### src/rtl/mux_scan_ctrl_if.sv
// mux_scan_ctrl_if: groups the scan request, selector and capture signals
// of mux_scan_ctrl. The optional scan_cnt signal exists only when the
// SCAN_CNT_EN macro is defined.
interface mux_scan_ctrl_if;
  logic       start;
  logic       hold;
  logic [2:0] m_in;
  logic       s1;
  logic       s0;
  logic       busy;
  logic       done;
  logic [2:0] cap_u;
  logic [2:0] cap_v;
  logic [2:0] cap_w;
`ifdef SCAN_CNT_EN
  logic [7:0] scan_cnt;
`endif

  // Controller side: takes requests and selector data, drives select and results.
  modport slave (
    input  start, hold, m_in,
    output s1, s0, busy, done, cap_u, cap_v, cap_w
`ifdef SCAN_CNT_EN
    , output scan_cnt
`endif
  );

  // Requester side: issues scans and observes the results.
  modport master (
    output start, hold, m_in,
    input  s1, s0, busy, done, cap_u, cap_v, cap_w
`ifdef SCAN_CNT_EN
    , input scan_cnt
`endif
  );
endinterface

### src/rtl/mux_scan_ctrl.sv
// mux_scan_ctrl: steps an external 3-channel selector through u, v and w,
// waits SETTLE non-held cycles on each channel and captures the returned
// value. Optional feature macro: SCAN_CNT_EN adds an 8-bit count of
// completed scans.
module mux_scan_ctrl #(
  parameter int SETTLE = 1
) (
  input logic        clk,
  input logic        rst_n,
  mux_scan_ctrl_if.slave bus
);

  typedef enum logic [2:0] {
    IDLE,
    SEL_U,
    SEL_V,
    SEL_W,
    DONE
  } state_t;

  localparam logic [3:0] LP_LAST = 4'(SETTLE - 1);

  state_t     r_state;
  state_t     w_next;
  logic [3:0] r_settle;
  logic [3:0] w_settle_next;
  logic       w_capture;
  logic [2:0] r_cap_u;
  logic [2:0] r_cap_v;
  logic [2:0] r_cap_w;

  // Next-state and settle-count logic; capture fires on the last non-held settle cycle.
  always_comb begin
    w_next        = r_state;
    w_settle_next = r_settle;
    w_capture     = 1'b0;
    case (r_state)
      IDLE: begin
        w_settle_next = 4'd0;
        if (bus.start) w_next = SEL_U;
      end
      SEL_U, SEL_V, SEL_W: begin
        if (!bus.hold) begin
          if (r_settle == LP_LAST) begin
            w_capture     = 1'b1;
            w_settle_next = 4'd0;
            case (r_state)
              SEL_U:   w_next = SEL_V;
              SEL_V:   w_next = SEL_W;
              default: w_next = DONE;
            endcase
          end else begin
            w_settle_next = r_settle + 4'd1;
          end
        end
      end
      DONE: begin
        w_settle_next = 4'd0;
        w_next        = IDLE;
      end
      default: begin
        w_settle_next = 4'd0;
        w_next        = IDLE;
      end
    endcase
  end

  // State register and settle counter.
  always_ff @(posedge clk) begin
    if (!rst_n) begin
      r_state  <= IDLE;
      r_settle <= 4'd0;
    end else begin
      r_state  <= w_next;
      r_settle <= w_settle_next;
    end
  end

  // Capture registers: each loads only at the end of its own channel's settle window.
  always_ff @(posedge clk) begin
    if (!rst_n) begin
      r_cap_u <= 3'b000;
      r_cap_v <= 3'b000;
      r_cap_w <= 3'b000;
    end else if (w_capture) begin
      case (r_state)
        SEL_U:   r_cap_u <= bus.m_in;
        SEL_V:   r_cap_v <= bus.m_in;
        SEL_W:   r_cap_w <= bus.m_in;
        default: ;
      endcase
    end
  end

`ifdef SCAN_CNT_EN
  logic [7:0] r_scan_cnt;

  // Completed-scan counter, bumped on the edge that enters DONE and wrapping naturally.
  always_ff @(posedge clk) begin
    if (!rst_n) begin
      r_scan_cnt <= 8'd0;
    end else if (w_capture && (r_state == SEL_W)) begin
      r_scan_cnt <= r_scan_cnt + 8'd1;
    end
  end

  assign bus.scan_cnt = r_scan_cnt;
`endif

  // Outputs are decoded from the state register only, so the select code never reads 11.
  assign bus.s1    = (r_state == SEL_W);
  assign bus.s0    = (r_state == SEL_V);
  assign bus.busy  = (r_state == SEL_U) || (r_state == SEL_V) || (r_state == SEL_W);
  assign bus.done  = (r_state == DONE);
  assign bus.cap_u = r_cap_u;
  assign bus.cap_v = r_cap_v;
  assign bus.cap_w = r_cap_w;

endmodule
### src/flat_wrapper.sv
// flat-port wrapper written by rule: the top's interface ports become plain ports
module mux_scan_ctrl_flat 
#(
  parameter int SETTLE = 1
)
  (clk, rst_n, bus_start, bus_hold, bus_m_in, bus_s1, bus_s0, bus_busy, bus_done, bus_cap_u, bus_cap_v, bus_cap_w);
  mux_scan_ctrl_if bus_i ();
  input logic clk;
  input logic rst_n;
  input wire logic [$bits(bus_i.start)-1:0] bus_start;
  input wire logic [$bits(bus_i.hold)-1:0] bus_hold;
  input wire logic [$bits(bus_i.m_in)-1:0] bus_m_in;
  output wire logic [$bits(bus_i.s1)-1:0] bus_s1;
  output wire logic [$bits(bus_i.s0)-1:0] bus_s0;
  output wire logic [$bits(bus_i.busy)-1:0] bus_busy;
  output wire logic [$bits(bus_i.done)-1:0] bus_done;
  output wire logic [$bits(bus_i.cap_u)-1:0] bus_cap_u;
  output wire logic [$bits(bus_i.cap_v)-1:0] bus_cap_v;
  output wire logic [$bits(bus_i.cap_w)-1:0] bus_cap_w;
  assign bus_i.start = bus_start;
  assign bus_i.hold = bus_hold;
  assign bus_i.m_in = bus_m_in;
  assign bus_s1 = bus_i.s1;
  assign bus_s0 = bus_i.s0;
  assign bus_busy = bus_i.busy;
  assign bus_done = bus_i.done;
  assign bus_cap_u = bus_i.cap_u;
  assign bus_cap_v = bus_i.cap_v;
  assign bus_cap_w = bus_i.cap_w;
  mux_scan_ctrl #(.SETTLE(SETTLE)) u_core (.clk(clk), .rst_n(rst_n), .bus(bus_i));
endmodule
### config.mk
export PLATFORM = sky130hd
export DESIGN_NAME = mux_scan_ctrl_flat
export DESIGN_NICKNAME = d
export VERILOG_FILES = /design/src/rtl/mux_scan_ctrl_if.sv /design/src/rtl/mux_scan_ctrl.sv /design/src/flat_wrapper.sv
export SDC_FILE = /design/constraint.sdc
export NUM_CORES = 1
export LEC_CHECK = 0
export CAP_MARGIN = 20
export CORE_ASPECT_RATIO = 0.8
export CORE_MARGIN = 2
export CORE_UTILIZATION = 30
export DETAILED_ROUTE_END_ITERATION = 16
export GPL_ROUTABILITY_DRIVEN = 0
export SYNTH_ARGS = -nofsm -noshare
export SYNTH_HDL_FRONTEND = slang
export SYNTH_SLANG_ARGS = --single-unit
### constraint.sdc
create_clock -name clk -period 5.05 [get_ports clk]
set_input_delay 1.01 -clock clk [delete_from_list [all_inputs] [get_ports clk]]
set_output_delay 1.01 -clock clk [all_outputs]
set_load 0.03 [all_outputs]
Word-level counts from Yosys, hierarchy flattened. Index checks and enable logic that the tools add are counted.

Bits in registers: 16. Input port bits: 7. Output and inout bits: 13.

Add/subtract/negate cells: 1. Equality and inequality tests: 7. Multiplexer cells: 9. Reduce and logical (&&, ||, !) cells: 10.

Operators by type and width (number): $pmux 3 s2 (2); $mux 3 (3); $reduce_and 2->1 (4); $eq 3x2->1 const B (2); $add 4x1->4 const B (1); $logic_not 4->1 (1); $mux 4 (1); $ne 2x2->1 const B (2); $eq 3x1->1 const B (1); $eq 3x3->1 const B (1); $logic_not 3->1 (1); $mux 1 (3); $reduce_and 3->1 (1); $reduce_or 3->1 (1); $logic_or 1x1->1 (2); $ne 2x1->1 const B (1).

Logic depth before layout (Yosys ltp). Gate-level depths: netlist of the first run.

Depth after elaboration: 5. Gate-level depth with buffers: 6. Gate-level depth less buffers: 5.

Least setup slack after synthesis of the first run. Ideal clock, no wire load.

Path type: in2reg. From: input port bus_hold. To: register u_core.r_cap_u[0] (netlist: u_core.bus.cap_u[0]). Setup time: 119 ps. Data arrival time: 2169 ps. Required time: 4931 ps. Path slack: 2763 ps. Cell stages on the path: 4. Path buffers: 1. Path through: or4b_4 or4_1 buf_2 mux2i_1.

Cells in the longest elaborated chain, start to end: 3.

Ends and longest elaborated chain: from (decl) (line flat_wrapper.sv:11) `input wire logic [$bits(bus_i.hold)-1:0] bus_hold;`; $mux 1 (line mux_scan_ctrl.sv:43) `if (!bus.hold) begin`; $mux 1 (line mux_scan_ctrl.sv:37) `case (r_state)`; $reduce_and 2->1 (no source line); to (signal assigned) (line mux_scan_ctrl.sv:87) `SEL_U: r_cap_u <= bus.m_in;`; to (decl) (line mux_scan_ctrl.sv:28) `logic [2:0] r_cap_u;`.

No other way between the ends. A chain may end at the register's enable or synchronous reset.

Worst setup path after layout of the first run.
From: register u_core.r_state[1]. To: output port bus_s0.

Cells in the longest elaborated chain, start to end: 1.

Ends and longest elaborated chain: from (decl) (line mux_scan_ctrl.sv:23) `state_t r_state;`; from (signal assigned) (line mux_scan_ctrl.sv:74) `r_state <= w_next;`; $eq 3x2->1 (line mux_scan_ctrl.sv:112) `assign bus.s0 = (r_state == SEL_V);`; to (decl) (line flat_wrapper.sv:14) `output wire logic [$bits(bus_i.s0)-1:0] bus_s0;`.

No other way between the ends.

==> impl_metrics.env, run 1 <==
export IMPL_status="completed"
export IMPL_cap_viol_max_count=0
export IMPL_p_leak_nw=0.3890
export IMPL_cp_max_fo=7
export IMPL_hp_start="u_core.bus.cap_v[0]$_SDFFE_PN0P_"
export IMPL_multiInputGateArea_um2=362.8
export IMPL_synth_most_common_cell="dfxtp_1"
export IMPL_num_fill_cells=211
export IMPL_min_path_cells=2
export IMPL_firstDrtPassIters=4
export IMPL_start_util_pct=32.25
export IMPL_syn_inst=74
export IMPL_pwr_density_cell_mw_per_mm2=271.7
export IMPL_critPathRequiredTime_ns=4.04
export IMPL_grt_pass1_vias=508
export IMPL_antenna_found_initial=0
export IMPL_die_area_mm2=0.002768
export IMPL_timing_final_crit_share_pct=55.20
export IMPL_synth_edf_count=0
export IMPL_core_area_mm2=0.002196
export IMPL_netlist_top_cells_count="dfxtp_1 (16), nand2_1 (13), mux2i_1 (11)"
export IMPL_cts_buffers=3
export IMPL_port_buffers=19
export IMPL_htree_levels=1
export IMPL_synthArstFlopShare_pct=0
export IMPL_drt_iter0_drc=11
export IMPL_layout_drive_gt1_share_pct=7.447
export IMPL_diodes=0
export IMPL_clockBufferDepth=2
export IMPL_yosysSeqAreaShare_pct=45.23
export IMPL_cts_sinks=16
export IMPL_overflow=0
export IMPL_endpoint_kind="primary output"
export IMPL_row_count=15
export IMPL_ys_seq_elements=16
export IMPL_ctsHoldBuffers=0
export IMPL_routedWlPerCell_um=11.82
export IMPL_setup_violations=0
export IMPL_drtAntennaViolNets=0
export IMPL_hold_violations=0
export IMPL_worstPathArrival_ns=1.78
export IMPL_layout_nets=104
export IMPL_final_setup_worst_slack_ns=2.263
export IMPL_clock_latency_ns=0.29
export IMPL_r2r_start="u_core.r_settle[0]$_SDFFE_PN0N_"
export IMPL_die_w_um=58.32
export IMPL_worst_pin_slew_ns=0.6523
export IMPL_syn_nets=83
export IMPL_fmax_mhz=358.8
export IMPL_syn_avg_cell_area_um2=9.570
export IMPL_area_growth_syn_to_layout_pct=34.45
export IMPL_postCtsSetupRepairBufs=0
export IMPL_hold_class="reg2reg"
export IMPL_post_place_ws_ns=2.163
export IMPL_io_pins=20
export IMPL_synth_top_area_share_pct=45.23
export IMPL_drt_total_wl_mm=1.406
export IMPL_dpl_hpwl_mm=1.079
export IMPL_synthTopCellsByArea="dfxtp_1 (45%), mux2i_1 (16%), nand2_1 (6.9%)"
export IMPL_die_h_um=47.46
export IMPL_vias_per_cell=4.706
export IMPL_whs_endpoint="u_core.bus.cap_v[0]$_SDFFE_PN0P_"
export IMPL_cts_resized=0
export IMPL_vias=560
export IMPL_r2r_setup_slack_ns=3.24
export IMPL_synth_warning_count=0
export IMPL_final_setup_tns_ns=0
export IMPL_ir_worst_vdd_v=0.0001797
export IMPL_finalCriticalPeriod_ns=2.787
export IMPL_r2r_cells=5
export IMPL_synthDistinctLibCells=25
export IMPL_skew_ns=0.002666
export IMPL_cts_root_buf="clkbuf_4"
export IMPL_seqCellArea_um2=320.3
export IMPL_clk_pin_slew_ns=0.10
export IMPL_synth_ff_type="dfxtp_1"
export IMPL_worst_slew_margin_rel_pct=55.90
export IMPL_report_final_slew_viol_count=0
export IMPL_gr_usage_all_layers_pct=11.87
export IMPL_grt_pass1_wl_mm=2.297
export IMPL_reg2reg_to="u_core.bus.cap_u[2]$_SDFFE_PN0P_"
export IMPL_rsz0062_at_grt="no"
export IMPL_start_kind="flop"
export IMPL_grt_start_max_net_pins=15
export IMPL_critPathKind="reg2out"
export IMPL_hold_slack_ns=0.4654
export IMPL_tritoncts="done"
export IMPL_syn_area_um2=708.2
export IMPL_synth_top_area_cell="dfxtp_1"
export IMPL_drc=0
[critical path, stage by stage (launching register included)]
cell             delay (ns)
dfxtp_1                0.45
nor3b_1                0.31
clkdlybuf4s50_1        0.73
[logic make-up (layout without fill, tap and decap cells)]
logic type	after synthesis	in the layout	share of synthesized area, %
xor+xnor	3	3	3.711
mux	11	11	15.55
simple gates	32	32	25.27
flops	16	16	45.23
buf+inv	6	26	3.533
compound gates	4	4	3.180
fa+ha+maj	2	2	3.533
[how the worst max path moves through the flow]
| stage | from | end | depth (start not counted) | slack [ns] |
|---|---|---|---|---|
| after CTS | u_core.r_state[1]$_SDFFE_PN0P_ | bus_s0 | 2 | 2.25 |
| final | u_core.r_state[1]$_SDFFE_PN0P_ | bus_s0 | 2 | 2.26 |
| after global routing | u_core.r_state[1]$_SDFFE_PN0P_ | bus_s0 | 2 | 2.17 |
| after global placement | bus_hold | u_core.bus.cap_u[1]$_SDFFE_PN0P_ | 4 | 2.18 |
| after detailed placement | bus_hold | u_core.bus.cap_u[2]$_SDFFE_PN0P_ | 4 | 2.16 |
| after floorplan | bus_hold | u_core.bus.cap_u[0]$_SDFFE_PN0P_ | 4 | 2.76 |
[final cells by class]
class | instances | share of cell area [%]
Clock buffer | 4 | 3.811
Inverter | 3 | 1.183
Multi-Input combinational cell | 52 | 38.11
Sequential cell | 16 | 33.64
Tap cell | 25 | 3.285
Timing Repair Buffer | 19 | 19.97
[registers in the layout (all words and copies together) (netlist names)]
name and count:
u_core.bus.cap_u 3, u_core.bus.cap_v 3, u_core.bus.cap_w 3, u_core.r_settle 4, u_core.r_state 3
[where the power goes]
part	leakage, nW	total, W	internal [W]	switching, W
Sequential	0.130	0.000133	0.000130	0.00000342
Combinational	0.238	0.0000394	0.0000184	0.0000210
Clock	0.0210	0.0000859	0.0000439	0.0000420
[through the flow]
| step | power, W | cells | instance area [um^2] | util, % |
|---|---|---|---|---|
| 2_1_floorplan | 0.0001594 | 74 | 708.2 | - |
| 3_3_place_gp | 0.0001755 | 115 | 915.9 | 41.71 |
| 3_5_place_dp | 0.0001758 | 115 | 915.9 | 41.71 |
| 4_1_cts | 0.0002610 | 119 | 952.2 | 43.36 |
| 5_1_grt | 0.0002698 | 119 | 952.2 | 43.36 |
| 6_report | 0.0002587 | 119 | 952.2 | 43.36 |
[per-layer routing]
metal  track usage, %  part of all wire [%]  vias up
li1                 -                     -      290
met3            4.865                   3.1        2
met1            16.28                    53      259
met5                0                     0        -
met4            6.977                   1.4        0
met2            15.51                    43        9
[cell usage in the layout (no fill, tap or decap), types with 2 or more instances in the layout]
| master | n |
|---|---|
| o21ai_0 | 2 |
| xor2_1 | 2 |
| and2_1 | 2 |
| dfxtp_1 | 16 |
| nand2_1 | 13 |
| nor2_1 | 5 |
| ha_1 | 2 |
| mux2i_1 | 11 |
| inv_1 | 3 |
| clkbuf_4 | 3 |
| nor3b_1 | 2 |
| clkdlybuf4s50_1 | 19 |
Power figures use the tool's default switching activity.
==> run 2, diff against run 1 <==
clock period = 2.92 ns   (was 5.05 ns; I/O delays follow)
==> run 2 against run 1 <==
Final area grew 0.79%. First-iteration DRC count shrank 18%. Sequential share of layout area shrank 0.26 points. Clock skew shrank 0.0015 ns. Final cell count grew 0.84%. Non-clock buffer count grew 1. Clock-buffer cell count is the same. Largest cell class unchanged. Utilization grew 0.34 points. Hold slack gained 0.0031 ns. Wire length grew 3.8%. Sequential power grew 73%. Via count grew 0.54%. Critical path type unchanged.
==> impl_metrics.env, run 2 (synthesized netlist as in run 1, its figures left out) <==
export IMPL_clockBufferDepth=2
export IMPL_clock_latency_ns=0.29
export IMPL_cts_buffers=3
export IMPL_reg2reg_to="u_core.bus.cap_u[1]$_SDFFE_PN0P_"
export IMPL_firstDrtPassIters=4
export IMPL_hold_violations=0
export IMPL_drtAntennaViolNets=0
export IMPL_num_fill_cells=225
export IMPL_hold_class="reg2reg"
export IMPL_max_flop_register="u_core.r_settle"
export IMPL_vias_per_cell=4.692
export IMPL_worst_slew_margin_rel_pct=56.50
export IMPL_area_growth_syn_to_layout_pct=35.51
export IMPL_layout_drive_gt1_share_pct=8.421
export IMPL_dpl_hpwl_mm=1.082
export IMPL_final_setup_tns_ns=0
export IMPL_r2r_setup_slack_ns=1.09
export IMPL_row_count=15
export IMPL_crit_family="buffers and inverters"
export IMPL_path_depth=2
export IMPL_r2r_cells=5
export IMPL_tritoncts="done"
export IMPL_htree_levels=1
export IMPL_grt_pass1_vias=529
export IMPL_critPathKind="reg2out"
export IMPL_timing_final_crit_share_pct=80.68
export IMPL_gr_usage_all_layers_pct=12.28
export IMPL_status="completed"
export IMPL_cpPeakStageDelay_ns=0.73
export IMPL_start_util_pct=32.25
export IMPL_critPathBufInv=1
export IMPL_core_area_mm2=0.002196
export IMPL_cap_viol_max_count=0
export IMPL_io_pins=20
export IMPL_skew_ns=0.001146
export IMPL_start_kind="flop"
export IMPL_port_buffers=19
export IMPL_finalCriticalPeriod_ns=2.356
export IMPL_postCtsSetupRepairBufs=0
export IMPL_switching_power_w=0.0001162
export IMPL_layout_common_cells="clkdlybuf4s50_1 (19), dfxtp_1 (16), nand2_1 (13)"
export IMPL_cts_sinks=16
export IMPL_p_comb_share_pct=15.4
export IMPL_setup_violations=0
export IMPL_slowest_stage="clkdlybuf4s50_1"
export IMPL_antenna_found_initial=0
export IMPL_grt_start_max_net_pins=15
export IMPL_largest_register_ff_count=4
export IMPL_cp_max_fo=7
export IMPL_hp_start="u_core.bus.cap_v[0]$_SDFFE_PN0P_"
export IMPL_vias=563
export IMPL_grt_pass1_wl_mm=2.359
export IMPL_drt_total_wl_mm=1.460
export IMPL_die_w_um=58.32
export IMPL_endpoint_kind="primary output"
export IMPL_clockPowerShare_pct=33.3
export IMPL_hold_slack_ns=0.4685
export IMPL_switching_share_pct=25.83
export IMPL_routedWlPerCell_um=12.17
export IMPL_fmax_mhz=424.5
export IMPL_ctsHoldBuffers=0
export IMPL_cts_resized=0
export IMPL_rsz0062_at_grt="no"
export IMPL_p_leak_nw=0.3938
export IMPL_drc=0
export IMPL_overflow=0
export IMPL_cts_root_buf="clkbuf_4"
export IMPL_drt_iter0_drc=9
export IMPL_final_common_cell="clkdlybuf4s50_1"
export IMPL_path_cells="nor3b_1 > clkdlybuf4s50_1"
export IMPL_worst_pin_slew_ns=0.6434
export IMPL_r2r_start="u_core.r_settle[0]$_SDFFE_PN0N_"
export IMPL_final_core_util_pct=43.70
export IMPL_pwr_density_cell_mw_per_mm2=468.5
export IMPL_ir_worst_vdd_v=0.0003570
export IMPL_die_area_mm2=0.002768
export IMPL_power_internal_w=0.0003335
export IMPL_critPathRequiredTime_ns=2.34
export IMPL_layout_nets=105
export IMPL_p_seq_share_pct=51.2
export IMPL_report_final_slew_viol_count=0
export IMPL_worstPathArrival_ns=1.77
export IMPL_die_h_um=47.46
export IMPL_clk_pin_slew_ns=0.09
export IMPL_whs_endpoint="u_core.bus.cap_v[0]$_SDFFE_PN0P_"
export IMPL_min_path_cells=2
export IMPL_diodes=0
run 2: changes by cell type in the layout (fill, tap and decap cells not counted):
cell	before	now
buf_4	0	1
run 2: worst reg2reg max path, stage by stage (launching register included):
cell and delay, ns:
dfxtp_1 0.35, inv_1 0.07, ha_1 0.15, or4b_4 0.48, or4_1 0.51, mux2i_1 0.16
run 2: layer usage:
metal / GRT usage, % / wire [um]
met4: 8.372 / 42
met3: 4.865 / 66
met1: 15.30 / 731
met2: 17.75 / 620
met5: 0 / 0
run 2: through the flow:
stage,power (W),cells,worst slack (ns),area [um^2]
finish,0.0004496,120,0.5643,959.7
global route,0.0004736,120,0.4905,959.7
detailed placement,0.0003050,116,0.4411,923.4
floorplan,0.0002758,74,1.059,708.2
global placement,0.0003045,116,0.4807,923.4
CTS,0.0004547,120,0.5480,959.7
run 2: power groups by stage:
stage	sequential, W	clock (W)	combinational [W]
floorplan	0.000241	0	0.0000349
global placement	0.000235	0	0.0000691
detailed placement	0.000236	0	0.0000693
CTS	0.000231	0.000154	0.0000697
global route	0.000232	0.000167	0.0000746
finish	0.000230	0.000150	0.0000694
run 2: final cells by class:
type / instances / area (um^2) / share of cell area (%)
tap: 25 / 31.28 / 3.259
clock buffer: 4 / 36.28 / 3.781
inverter: 3 / 11.26 / 1.173
multi-input combinational: 52 / 362.8 / 37.81
timing repair buffer: 20 / 197.7 / 20.60
sequential: 16 / 320.3 / 33.38
run 2: worst max-delay path by stage:
stage                                   start  slack (ns)                          endpoint
2_1_floorplan                        bus_hold        1.06  u_core.bus.cap_u[0]$_SDFFE_PN0P_
4_1_cts        u_core.r_state[1]$_SDFFE_PN0P_        0.55                            bus_s0
3_5_place_dp                         bus_hold        0.44  u_core.bus.cap_u[0]$_SDFFE_PN0P_
5_1_grt        u_core.r_state[1]$_SDFFE_PN0P_        0.49                            bus_s0
3_3_place_gp                         bus_hold        0.48  u_core.bus.cap_u[1]$_SDFFE_PN0P_
6_report       u_core.r_state[1]$_SDFFE_PN0P_        0.56                            bus_s0
